<file path="src/rtl/rest_div_pkg.sv">
// ---------------------------------------------------------------------------
// rest_div_pkg : shared state encodings and sizing helper for rest_div_n
// Revision     : 1.0
// ---------------------------------------------------------------------------
`default_nettype none

package rest_div_pkg;

  localparam logic [1:0] IDLE = 2'd0;
  localparam logic [1:0] ITER = 2'd1;
  localparam logic [1:0] FIX  = 2'd2;
  localparam logic [1:0] DONE = 2'd3;

  // Iteration counter must reach W-1; never narrower than one bit.
  function automatic int cnt_width(input int w);
    return (w > 2) ? $clog2(w) : 1;
  endfunction

endpackage

`default_nettype wire

</file>
<file path="src/rtl/rest_div_step.sv">
// ---------------------------------------------------------------------------
// rest_div_step : one restoring-division iteration, {R,Q},D -> next {R,Q}
// Revision      : 1.0
// ---------------------------------------------------------------------------
`default_nettype none

module rest_div_step #(
  parameter int W = 8
) (
  input  logic [W:0]   r_in,
  input  logic [W-1:0] q_in,
  input  logic [W-1:0] d_in,
  output logic [W:0]   r_out,
  output logic [W-1:0] q_out
);

  logic [2*W:0] shifted;
  logic [W:0]   r_sh;
  logic [W+1:0] trial;
  logic         trial_neg;

  always_comb begin
    shifted   = {r_in, q_in} << 1;
    r_sh      = shifted[2*W:W];
    // One extra bit so a negative trial difference shows up as its MSB.
    trial     = {1'b0, r_sh} - {2'b00, d_in};
    trial_neg = trial[W+1];
    r_out     = trial_neg ? r_sh : trial[W:0];
    q_out     = shifted[W-1:0] | {{(W-1){1'b0}}, ~trial_neg};
  end

endmodule

`default_nettype wire

</file>
<file path="src/rtl/rest_div_n.sv">
// ---------------------------------------------------------------------------
// rest_div_n : sequential signed/unsigned restoring divider with handshakes
// Revision   : 1.0
// ---------------------------------------------------------------------------
`default_nettype none

module rest_div_n
  import rest_div_pkg::*;
#(
  parameter int W = 8
) (
  input  logic         clk,
  input  logic         rst,
  input  logic         flush,
  input  logic         in_valid,
  output logic         in_ready,
  input  logic         in_signed,
  input  logic [W-1:0] dividend,
  input  logic [W-1:0] divisor,
  output logic         out_valid,
  input  logic         out_ready,
  output logic [W-1:0] quot,
  output logic [W-1:0] rem,
  output logic         dbz,
  output logic         ovf,
  output logic         busy
);

  localparam int          CW       = cnt_width(W);
  localparam logic [CW-1:0] CNT_LAST = CW'(W - 1);
  localparam logic [W-1:0]  MOST_NEG = {1'b1, {(W-1){1'b0}}};

  logic [1:0]    state_q, state_d;
  logic [W:0]    r_q, r_d;
  logic [W-1:0]  q_q, q_d, d_q, d_d;
  logic [CW-1:0] cnt_q, cnt_d;
  logic          dsign_q, dsign_d, qsign_q, qsign_d;
  logic          out_valid_q, out_valid_d, dbz_q, dbz_d, ovf_q, ovf_d;
  logic [W-1:0]  quot_q, quot_d, rem_q, rem_d;

  logic [W:0]    r_step;
  logic [W-1:0]  q_step;
  logic          accept, div_zero, dvd_neg, dvs_neg;
  logic [W-1:0]  dvd_mag, dvs_mag;

  rest_div_step #(.W(W)) u_step (
    .r_in  (r_q),
    .q_in  (q_q),
    .d_in  (d_q),
    .r_out (r_step),
    .q_out (q_step)
  );

  always_ff @(posedge clk or negedge rst) begin
    if (!rst) begin
      state_q     <= IDLE;
      r_q         <= '0;
      q_q         <= '0;
      d_q         <= '0;
      cnt_q       <= '0;
      dsign_q     <= 1'b0;
      qsign_q     <= 1'b0;
      out_valid_q <= 1'b0;
      dbz_q       <= 1'b0;
      ovf_q       <= 1'b0;
      quot_q      <= '0;
      rem_q       <= '0;
    end else begin
      state_q     <= state_d;
      r_q         <= r_d;
      q_q         <= q_d;
      d_q         <= d_d;
      cnt_q       <= cnt_d;
      dsign_q     <= dsign_d;
      qsign_q     <= qsign_d;
      out_valid_q <= out_valid_d;
      dbz_q       <= dbz_d;
      ovf_q       <= ovf_d;
      quot_q      <= quot_d;
      rem_q       <= rem_d;
    end
  end

  always_comb begin
    state_d = state_q;
    if (flush) begin
      state_d = IDLE;
    end else begin
      case (state_q)
        IDLE:    if (accept) state_d = div_zero ? DONE : ITER;
        ITER:    if (cnt_q == CNT_LAST) state_d = FIX;
        FIX:     state_d = DONE;
        DONE:    if (out_valid_q && out_ready) state_d = IDLE;
        default: state_d = IDLE;
      endcase
    end
  end

  always_comb begin
    in_ready  = (state_q == IDLE);
    busy      = (state_q != IDLE);
    out_valid = out_valid_q;
    quot      = quot_q;
    rem       = rem_q;
    dbz       = dbz_q;
    ovf       = ovf_q;
  end

  // Operand magnitudes; -MOST_NEG wraps to 2^(W-1), which is the right unsigned magnitude.
  always_comb begin
    accept   = in_valid && (state_q == IDLE) && !flush;
    div_zero = (divisor == '0);
    dvd_neg  = in_signed && dividend[W-1];
    dvs_neg  = in_signed && divisor[W-1];
    dvd_mag  = dvd_neg ? -dividend : dividend;
    dvs_mag  = dvs_neg ? -divisor : divisor;
  end

  always_comb begin
    r_d         = r_q;
    q_d         = q_q;
    d_d         = d_q;
    cnt_d       = cnt_q;
    dsign_d     = dsign_q;
    qsign_d     = qsign_q;
    out_valid_d = out_valid_q;
    dbz_d       = dbz_q;
    ovf_d       = ovf_q;
    quot_d      = quot_q;
    rem_d       = rem_q;
    if (flush) begin
      out_valid_d = 1'b0;
      dbz_d       = 1'b0;
      ovf_d       = 1'b0;
    end else begin
      case (state_q)
        IDLE: begin
          if (accept) begin
            r_d     = '0;
            q_d     = dvd_mag;
            d_d     = dvs_mag;
            cnt_d   = '0;
            dsign_d = dvd_neg;
            qsign_d = dvd_neg ^ dvs_neg;
            dbz_d   = div_zero;
            ovf_d   = in_signed && (dividend == MOST_NEG) && (divisor == '1);
            if (div_zero) begin
              quot_d = '1;
              rem_d  = dividend;
            end
          end
        end
        ITER: begin
          r_d   = r_step;
          q_d   = q_step;
          cnt_d = cnt_q + 1'b1;
        end
        FIX: begin
          quot_d = qsign_q ? -q_q : q_q;
          rem_d  = dsign_q ? -r_q[W-1:0] : r_q[W-1:0];
        end
        DONE: begin
          // Registered one cycle behind the state; drops with the out handshake.
          out_valid_d = !(out_valid_q && out_ready);
        end
        default: ;
      endcase
    end
  end

endmodule

`default_nettype wire
</file>
<file path="config.mk">
export PLATFORM = sky130hd
export DESIGN_NAME = rest_div_n
export DESIGN_NICKNAME = d
export VERILOG_FILES = /design/src/rtl/rest_div_pkg.sv /design/src/rtl/rest_div_step.sv /design/src/rtl/rest_div_n.sv
export SDC_FILE = /design/constraint.sdc
export NUM_CORES = 1
export LEC_CHECK = 0
export BUFFER_PORTS_ARGS = -buffer_cell sky130_fd_sc_hd__buf_4
export CELL_PAD_IN_SITES_DETAIL_PLACEMENT = 1
export CELL_PAD_IN_SITES_GLOBAL_PLACEMENT = 2
export CORE_MARGIN = 2
export CORE_UTILIZATION = 38
export DETAILED_ROUTE_END_ITERATION = 8
export PLACE_DENSITY_LB_ADDON = 0.1
export SYNTH_ARGS = -nofsm -noshare
export SYNTH_HDL_FRONTEND = slang
export SYNTH_SLANG_ARGS = --single-unit
</file>
<file path="constraint.sdc">
create_clock -name clk -period 3.2 [get_ports clk]
set_input_delay 0.64 -clock clk [delete_from_list [all_inputs] [get_ports clk]]
set_output_delay 0.64 -clock clk [all_outputs]
set_load 0.05 [all_outputs]
</file>
== Yosys cells after proc, flatten, opt, wreduce, memory -nomap -nowiden ==
Index checks and enable logic that the tools add are counted.
Word-level totals
  bits of input ports: 22
  register bits: 50
  logic and storage cells: 86
  output and inout port bits: 21
Operators by class
  reduce and logical (&&, ||, !) cells: 22
  mux-type cells: 31
  $add $sub $neg: 6
  bitwise operators: 4
  equality and inequality tests: 11
Operator list (number)
  8-bit two-way mux: 11
  8-bit one-hot mux with 2 select lines: 4
  8-bit negator: 4
  8-bit equality test, second input constant: 2
  2-bit nonzero test: 6
  2-bit two-way mux: 5
  9-bit by 8-bit subtractor with 10-bit output: 1
  3-bit AND reduction: 3
  8-bit logical NOT: 1
  1-bit two-way mux: 8
  8-bit by 1-bit bitwise OR with 8-bit output: 1
  2-bit one-hot mux with 4 select lines: 1
  1-bit logical AND: 7
  3-bit != test, second input constant: 2
  3-bit one-hot mux with 2 select lines: 1
  2-bit equality test, second input constant: 2
  2-bit by 1-bit != test with 1-bit output, second input constant: 2
  4-bit AND reduction: 1
  3-bit by 1-bit adder with 3-bit output, second input constant: 1
  3-bit equality test, second input constant: 1
  3-bit two-way mux: 1
  3-bit by 2-bit != test with 1-bit output, second input constant: 1
  2-bit by 1-bit equality test with 1-bit output, second input constant: 1
  1-bit logical NOT: 2
  4 further kinds: 5

== Depth between registers and ports, before layout ==
Gate-level depths: netlist (run 1).
  word-level depth: 6
  depth in mapped cells: 9
  mapped depth without buffers: 8

== Modules after synthesis ==
From an unflattened synthesis (run 1), not the netlist that was laid out.
Second synthesis, totals
  cell total of the unflattened synthesis: 380
  area total of the unflattened synthesis: 3544.6 um^2
By module, submodules not included
  rest_div_n: seq. area each 1276.2 um^2, times used 1, cells each 306, area an instance 2985.4 um^2
  rest_div_step: seq. area each 0.0 um^2, times used 1, cells each 74, area an instance 559.3 um^2

== Worst setup path before layout (run 1) ==
Ideal clock, no wire load.
  kind: register to register
  from: register state_q[0]
  to: register r_q[3]
  stages on the path, launching flop included: 9
  setup slack: 0.902 ns
  setup time: 0.129 ns
  period minus slack after synthesis: 2.298 ns
  buffers on the path: 1
  data arrival time: 2.169 ns
  cell sequence: dfrtp_1 inv_1 ha_1 nand2_1 nor2_2 nor2_1 clkbuf_1 a32oi_1 o31ai_1
On the way
  longest elaborated chain between the ends: 5
Ends and longest elaborated chain
  start, declared: line rest_div_n.sv:33  | logic [1:0] state_q, state_d;
  start signal, assigned: line rest_div_n.sv:69  | state_q <= state_d;
  2-bit logical NOT (*)
  named net in_ready: line rest_div_n.sv:16  | output logic in_ready,
  1-bit logical AND (2 in series): line rest_div_n.sv:111  | accept = in_valid && (state_q == IDLE) && !flush;
  2-bit by 1-bit != test with 1-bit output (no source line)
  3-bit AND reduction (no source line)
  end signal, assigned: line rest_div_n.sv:70  | r_q <= r_d;
  end, declared: line rest_div_n.sv:34  | logic [W:0] r_q, r_d;
The timed path passes the listed nets; every way through them passes the cells marked *.
A chain may end at the register's enable or synchronous reset.

== Final worst setup path (run 1) ==
  from: register state_q[1]
  to: register q_q[7]
On the way
  longest elaborated chain between the ends: 5
Ends and longest elaborated chain
  2-bit logical NOT: line rest_div_n.sv:111, rest_div_n.sv:136
  1-bit logical AND (2 in series): line rest_div_n.sv:111
  2-bit by 1-bit != test with 1-bit output (no source line)
  3-bit AND reduction (no source line)
  end signal, assigned: line rest_div_n.sv:71  | q_q <= q_d;
  end, declared: line rest_div_n.sv:35  | logic [W-1:0] q_q, q_d, d_q, d_d;
Several ways; a longest one is shown, not always the timed one.

==> impl_metrics.json, run 1 <==
{
  "wl_um": 8670,
  "finalHoldViolations": 0,
  "die_x_um": 97.1,
  "min_period_over_period_pct": 80.7,
  "netlist_area_um2": 3290,
  "setup_viol": 0,
  "synth_seq_area_share_pct": 38.0,
  "slew-limit-headroom_pct": 45.1,
  "max_freq_mhz": 387,
  "synth.net_count": 414,
  "cts.sinks": 50,
  "wire_per_inst_um": 16.9,
  "postCtsHoldBufs": 0,
  "worst_hold_path_type": "in -> async",
  "period_minus_slack_ns": 2.58,
  "io_buffer_count": 42,
  "place_worst_setup_slack_ns": 0.548,
  "syn2layout_area_growth_pct": 14.8,
  "dp_cells": 506,
  "hpwlAfterDp_um": 6650,
  "outcome": "finished clean",
  "nets": 451,
  "cts_tree": "yes",
  "rows": 33,
  "drt_iter0_markers": 62,
  "drive_gt1_share_pct": 16.4,
  "syn_inst": 371,
  "h-tree-depth": 2,
  "cts_buffers": 5,
  "yosysWarnings": 0,
  "firstDrtPassIters": 4,
  "tightestPinTransition_ns": 0.823,
  "slew_viol_final": 0,
  "ir_worst_vdd_mv": 0.504,
  "cp-end-kind": "register",
  "rsz0062_at_grt": "no",
  "synth_cell_types": 56,
  "gr-total-overflow": 0,
  "n_antenna_cell": 0,
  "n_fill_cell": 1016,
  "cts_resized": 0,
  "start_kind": "register",
  "cts-root-buf": "clkbuf_8",
  "power_density_nw_per_um2": 976,
  "die_area_um2": 9420,
  "cp.arrival_ns": 2.78,
  "fin_tns_setup_ns": 0,
  "crit_fanout": 14,
  "crit_required_ns": 3.40,
  "setup_ws_ns": 0.618,
  "die-height_um": 97.1,
  "async_reset_ff_share_pct": 100,
  "grt_pass1_vias": 2857,
  "grt_max_degree": 51,
  "r2r_start": "state_q[1]",
  "crit_type": "reg -> reg",
  "drv_cap": 0,
  "cts_buffer_depth": 2,
  "initial_core_util_pct": 39.7,
  "synth_area_per_cell_um2": 8.87,
  "postRouteAntennaNets": 0,
  "viasPerCell": 5.38,
  "stdcell_count": 514,
  "final_core_util_pct": 45.5,
  "place_congestion": 0.809,
  "leakagePower_nw": 1.77,
  "synthFlopType": "dfrtp_1",
  "cp-startpoint": "state_q[1]",
  "clk_pin_slew_worst_paths_ns": 0.10,
  "post_cts_buffers": 0,
  "synth-edff-count": 0,
  "coreArea_um2": 8300,
  "clk-insertion-delay-late_ns": 0.30,
  "vias": 2766,
  "synth-seq-cells": 50,
  "antenna_found_initial": 0,
  "grt_pass1_wl_um": 14900,
  "io-pin-count": 43,
  "drc": 0,
  "gr-usage-all-layers_pct": 19.2,
  "fin_skew_ns": 0.00741
}
-- placed cells by master (no fill, tap or decap), types with 2 or more instances in the layout --
cell type,count
o311ai_1,2
nand2_1,56
inv_1,23
ha_1,20
xnor2_1,11
nor2b_1,4
nor2_1,29
nand4_1,3
a21o_1,4
clkbuf_8,6
a211oi_1,3
or4_1,2
nor3b_1,2
mux2i_1,11
nor3_1,4
or3_1,4
nand3_1,9
buf_4,45
o31ai_1,5
a211o_1,2
a31oi_1,6
a32oi_1,4
or3b_2,3
a22o_1,2
o211ai_1,4
dfrtp_1,50
o21ai_0,34
xor2_1,14
a21oi_1,18
nand2b_1,3
-- synthesized netlist by cell type, types with 3 or more instances --
cell	number	area, µm²
a211oi_1	3	22.5
o21ai_0	34	170
xnor2_1	11	96.3
ha_1	20	250
buf_2	3	15.0
a21o_1	4	30.0
nor3_1	4	20.0
nand3_1	9	45.0
nand2b_1	3	18.8
nor2_1	29	109
nor2b_1	4	25.0
a32oi_1	4	35.0
a21oi_1	18	90.1
mux2i_1	11	110
or3b_2	3	26.3
nand4_1	3	18.8
inv_1	23	86.3
or3_1	4	25.0
a31oi_1	6	37.5
o211ai_1	4	30.0
clkbuf_1	9	33.8
nand2_1	56	210
xor2_1	14	123
o31ai_1	5	37.5
dfrtp_1	50	1250
-- report_power, final --
group	internal [mW]	switching, mW
Clock	0.174	0.220
Sequential	0.879	0.263
Combinational	0.815	1.33
-- layer usage --
metal	part of all wire [%]	vias up	global-route usage (%)
li1	-	1383	-
met1	49	1338	27.3
met2	48	41	31.9
met3	2.7	4	2.88
met4	0.63	0	2.93
met5	0	-	0
-- critical path, cell delays in order (launching register included) --
cell	delay, ns
dfrtp_1	0.41
inv_1	0.13
ha_1	0.32
nor2b_1	0.25
nor3b_1	0.09
nor2_1	0.60
buf_4	0.31
mux2_2	0.35
-- sequential cells by signal, summed over array words and instances (netlist names) --
| register | count |
|---|---|
| quot | 8 |
| out_valid | 1 |
| d_q | 8 |
| r_q | 8 |
| cnt_q | 3 |
| q_q | 8 |
| dbz | 1 |
| state_q | 2 |
| dsign_q | 1 |
| qsign_q | 1 |
| ovf | 1 |
| rem | 8 |
-- logic make-up (layout without fill, tap and decap cells) --
kind of cell / after synthesis / count (layout) / synth area share (%)
simple gates: 129 / 129 / 18.8
compound gates: 96 / 96 / 19.6
fa+ha+maj: 21 / 21 / 8.21
flops: 50 / 50 / 38.0
mux: 12 / 12 / 3.69
buf+inv: 38 / 76 / 5.02
xor+xnor: 25 / 25 / 6.65
-- per-stage QoR --
stage / total power [mW] / cell area, µm² / hold WS [ns]
detailed placement: 3.32 / 3680 / 0.478
CTS: 3.73 / 3780 / 0.385
global placement: 3.27 / 3680 / 0.467
global route: 4.02 / 3780 / 0.389
floorplan: 2.74 / 3290 / 0.344
finish: 3.69 / 3780 / 0.357
-- final timing paths --
path	slack, ns	cells after the start	end
worst max-delay path	0.62	7	q_q[7]
worst min-delay path	0.36	1	quot[7]
worst max register to register	0.62	7	q_q[7]
worst min register to register	0.49	2	d_q[2]
max in group asynchronous	2.39	1	d_q[6]
min in group clk	0.49	2	d_q[2]
-- final cells by class --
type	instances	area [µm²]	area share (%)
clock buffers	6	82.6	2.19
flip-flops and latches	50	1250	33.1
clock inverters	2	12.5	0.331
multi-input cells	283	1870	49.6
inverters	23	86.3	2.29
well taps	105	131	3.48
repair buffers	45	338	8.95
(Power assumes the default switching activity.)
==> inputs of run 2 (changes only) <==
ABC_AREA = 1   (was default)
CORE_UTILIZATION = 30   (was 38)
clock period = 2.27 ns   (was 3.2 ns; I/O delays follow)
==> run 2 against run 1 <==
  * Global-route usage fell by 1.9 points
  * Non-clock buffer count stayed put
  * Total power is 57% higher
  * Synthesized cell count increased by 27%
  * Sequential share of layout area is 2.2 points lower
  * Flip-flop and latch count did not move
  * Combinational power grew 60%
  * Register-to-register slack lost 0.39 ns
  * Wire length grew 16%
  * Clock skew down 0.00064 ns
  * Setup slack got worse by 0.39 ns
  * Largest cell class unchanged
==> impl_metrics.json, run 2 <==
{
  "outcome": "finished clean",
  "firstDrtPassIters": 4,
  "placed_area_um2": 3880,
  "power_density_nw_per_um2": 1440,
  "yosysMostFrequentCell": "nand2_1",
  "rsz0062_at_grt": "no",
  "syn_inst": 470,
  "wire_per_inst_um": 15.3,
  "clk-insertion-delay-late_ns": 0.30,
  "finalHoldViolations": 0,
  "synth_area_leaders": "dfrtp_1 36%, nand2_1 14%, ha_1 7.3%",
  "drv_cap": 0,
  "grt_pass1_wl_um": 17100,
  "cts.sinks": 50,
  "syn2layout_area_growth_pct": 17.6,
  "r2r_cells": 8,
  "synth-seq-cells": 50,
  "initial_core_util_pct": 30.5,
  "postCtsHoldBufs": 0,
  "cts_buffers": 5,
  "crit_fanout": 17,
  "gr-total-overflow": 0,
  "h-tree-depth": 2,
  "synth-edff-count": 0,
  "synth_top_cell_area_share_pct": 36.4,
  "min_period_over_period_pct": 89.8,
  "worst_hold_path_type": "in -> async",
  "io-pin-count": 43,
  "drt_iter0_markers": 110,
  "async_reset_ff_share_pct": 100,
  "leakagePower_nw": 2.06,
  "gr-usage-all-layers_pct": 17.3,
  "synth_seq_area_share_pct": 36.4,
  "fin_skew_ns": 0.00678,
  "n_antenna_cell": 0,
  "die_x_um": 111,
  "tightestPinTransition_ns": 0.674,
  "cp-end-kind": "register",
  "rows": 39,
  "start_kind": "register",
  "antenna_found_initial": 0,
  "die-height_um": 111,
  "grt_max_degree": 51,
  "viasPerCell": 4.76,
  "postRouteAntennaNets": 0,
  "hpwlAfterDp_um": 8120,
  "setup_viol": 0,
  "netlist_area_um2": 3430,
  "cts_buffer_depth": 2,
  "io_buffer_count": 42,
  "nets": 554,
  "post_cts_buffers": 0,
  "cts_tree": "yes",
  "crit_required_ns": 2.48,
  "final_common_cell": "nand2_1",
  "fin_area_um2": 4040,
  "fin_tns_setup_ns": 0,
  "cts-root-buf": "clkbuf_16",
  "crit_type": "reg -> reg",
  "coreArea_um2": 11300,
  "drc": 0,
  "yosysWarnings": 0,
  "drive_gt1_share_pct": 14.5,
  "final_cell_mix": "128 x nand2_1, 65 x inv_1, 50 x dfrtp_1",
  "synth.net_count": 513,
  "cp.arrival_ns": 2.25,
  "slew-limit-headroom_pct": 55.0,
  "ir_worst_vdd_mv": 0.573,
  "synth_cell_types": 33,
  "synth_area_per_cell_um2": 7.30,
  "wl_um": 10000,
  "cts_resized": 0,
  "max_freq_mhz": 491,
  "period_minus_slack_ns": 2.04,
  "clk_pin_slew_worst_paths_ns": 0.07,
  "die_area_um2": 12300,
  "place_congestion": 0.760,
  "post-synth-top-area-cell": "dfrtp_1",
  "slew_viol_final": 0,
  "synthFlopType": "dfrtp_1",
  "grt_pass1_vias": 3305,
  "vias": 3118,
  "synth_commonest_cells": "128 x nand2_1, 65 x inv_1, 50 x dfrtp_1"
}
## run 2: cell types whose count changed after synthesis, moves of 5 or more
cell | previous run | this run
a31oi_1 | 6 | 0
inv_1 | 23 | 65
a21oi_1 | 18 | 23
o31ai_1 | 5 | 0
nand4_1 | 3 | 9
mux2i_1 | 11 | 0
xnor2_1 | 11 | 1
clkbuf_1 | 9 | 1
inv_2 | 0 | 6
nand2_1 | 56 | 128
nand3_1 | 9 | 35
o21ai_1 | 0 | 10
## run 2: kinds of logic after synthesis
group / count (synthesis) / share of synthesized area (%)
buffers and inverters: 82 / 9.88
XOR/XNOR: 14 / 3.57
AND/OR/NAND/NOR: 223 / 29.3
AO/OA/AOI/OAI: 80 / 12.9
adder cells (fa/ha/maj): 21 / 7.87
flip-flops: 50 / 36.4
## run 2: area by class of cell
class / count / area, µm²
Fill cell: 1423 / 7230
Multi-Input combinational cell: 338 / 1840
Sequential cell: 50 / 1250
Timing Repair Buffer: 45 / 338
Inverter: 71 / 267
Tap cell: 143 / 179
Clock buffer: 7 / 153
Clock inverter: 1 / 8.76
## run 2: critical path, stage by stage (launching register included)
cell and delay (ns):
dfrtp_1 0.40, inv_1 0.13, ha_1 0.27, inv_2 0.10
nor3_4 0.44, nor2_4 0.19, inv_2 0.19, o21ai_1 0.09
o22ai_1 0.12
## run 2: final timing paths
path | start | endpoint | slack, ns
worst max register to register | state_q[0] | q_q[1] | 0.23
worst max-delay path | state_q[0] | q_q[1] | 0.23
worst min-delay path | rst | r_q[7] | 0.20
max in group asynchronous | rst | q_q[4] | 1.63
min in group clk | flush | state_q[0] | 0.36
worst min register to register | rem[7] | rem[7] | 0.49
## run 2: report_power, final
part	leakage [nW]	switching, mW	internal, mW
registers	0.620	0.276	1.25
clock network	0.0801	0.352	0.472
logic	1.36	2.31	1.14
## run 2: metal layers
metal | GRT usage, % | vias up | wire (µm)
li1 | - | 1591 | -
met1 | 24.6 | 1468 | 4990
met2 | 27.7 | 52 | 4550
met3 | 2.19 | 7 | 391
met4 | 4.75 | 0 | 115
met5 | 0 | - | 0
## run 2: metrics by stage
stage               cells  hold WS [ns]  setup WS, ns  total power [mW]  utilization (%)
finish                655         0.195         0.232              5.80             35.8
global route          655         0.248       0.00453              6.40             35.8
CTS                   655         0.227         0.235              5.89             35.8
detailed placement    647         0.474         0.216              5.04             34.4
global placement      647         0.465         0.265              5.00             34.4
floorplan             470         0.158        0.0594              4.14                -
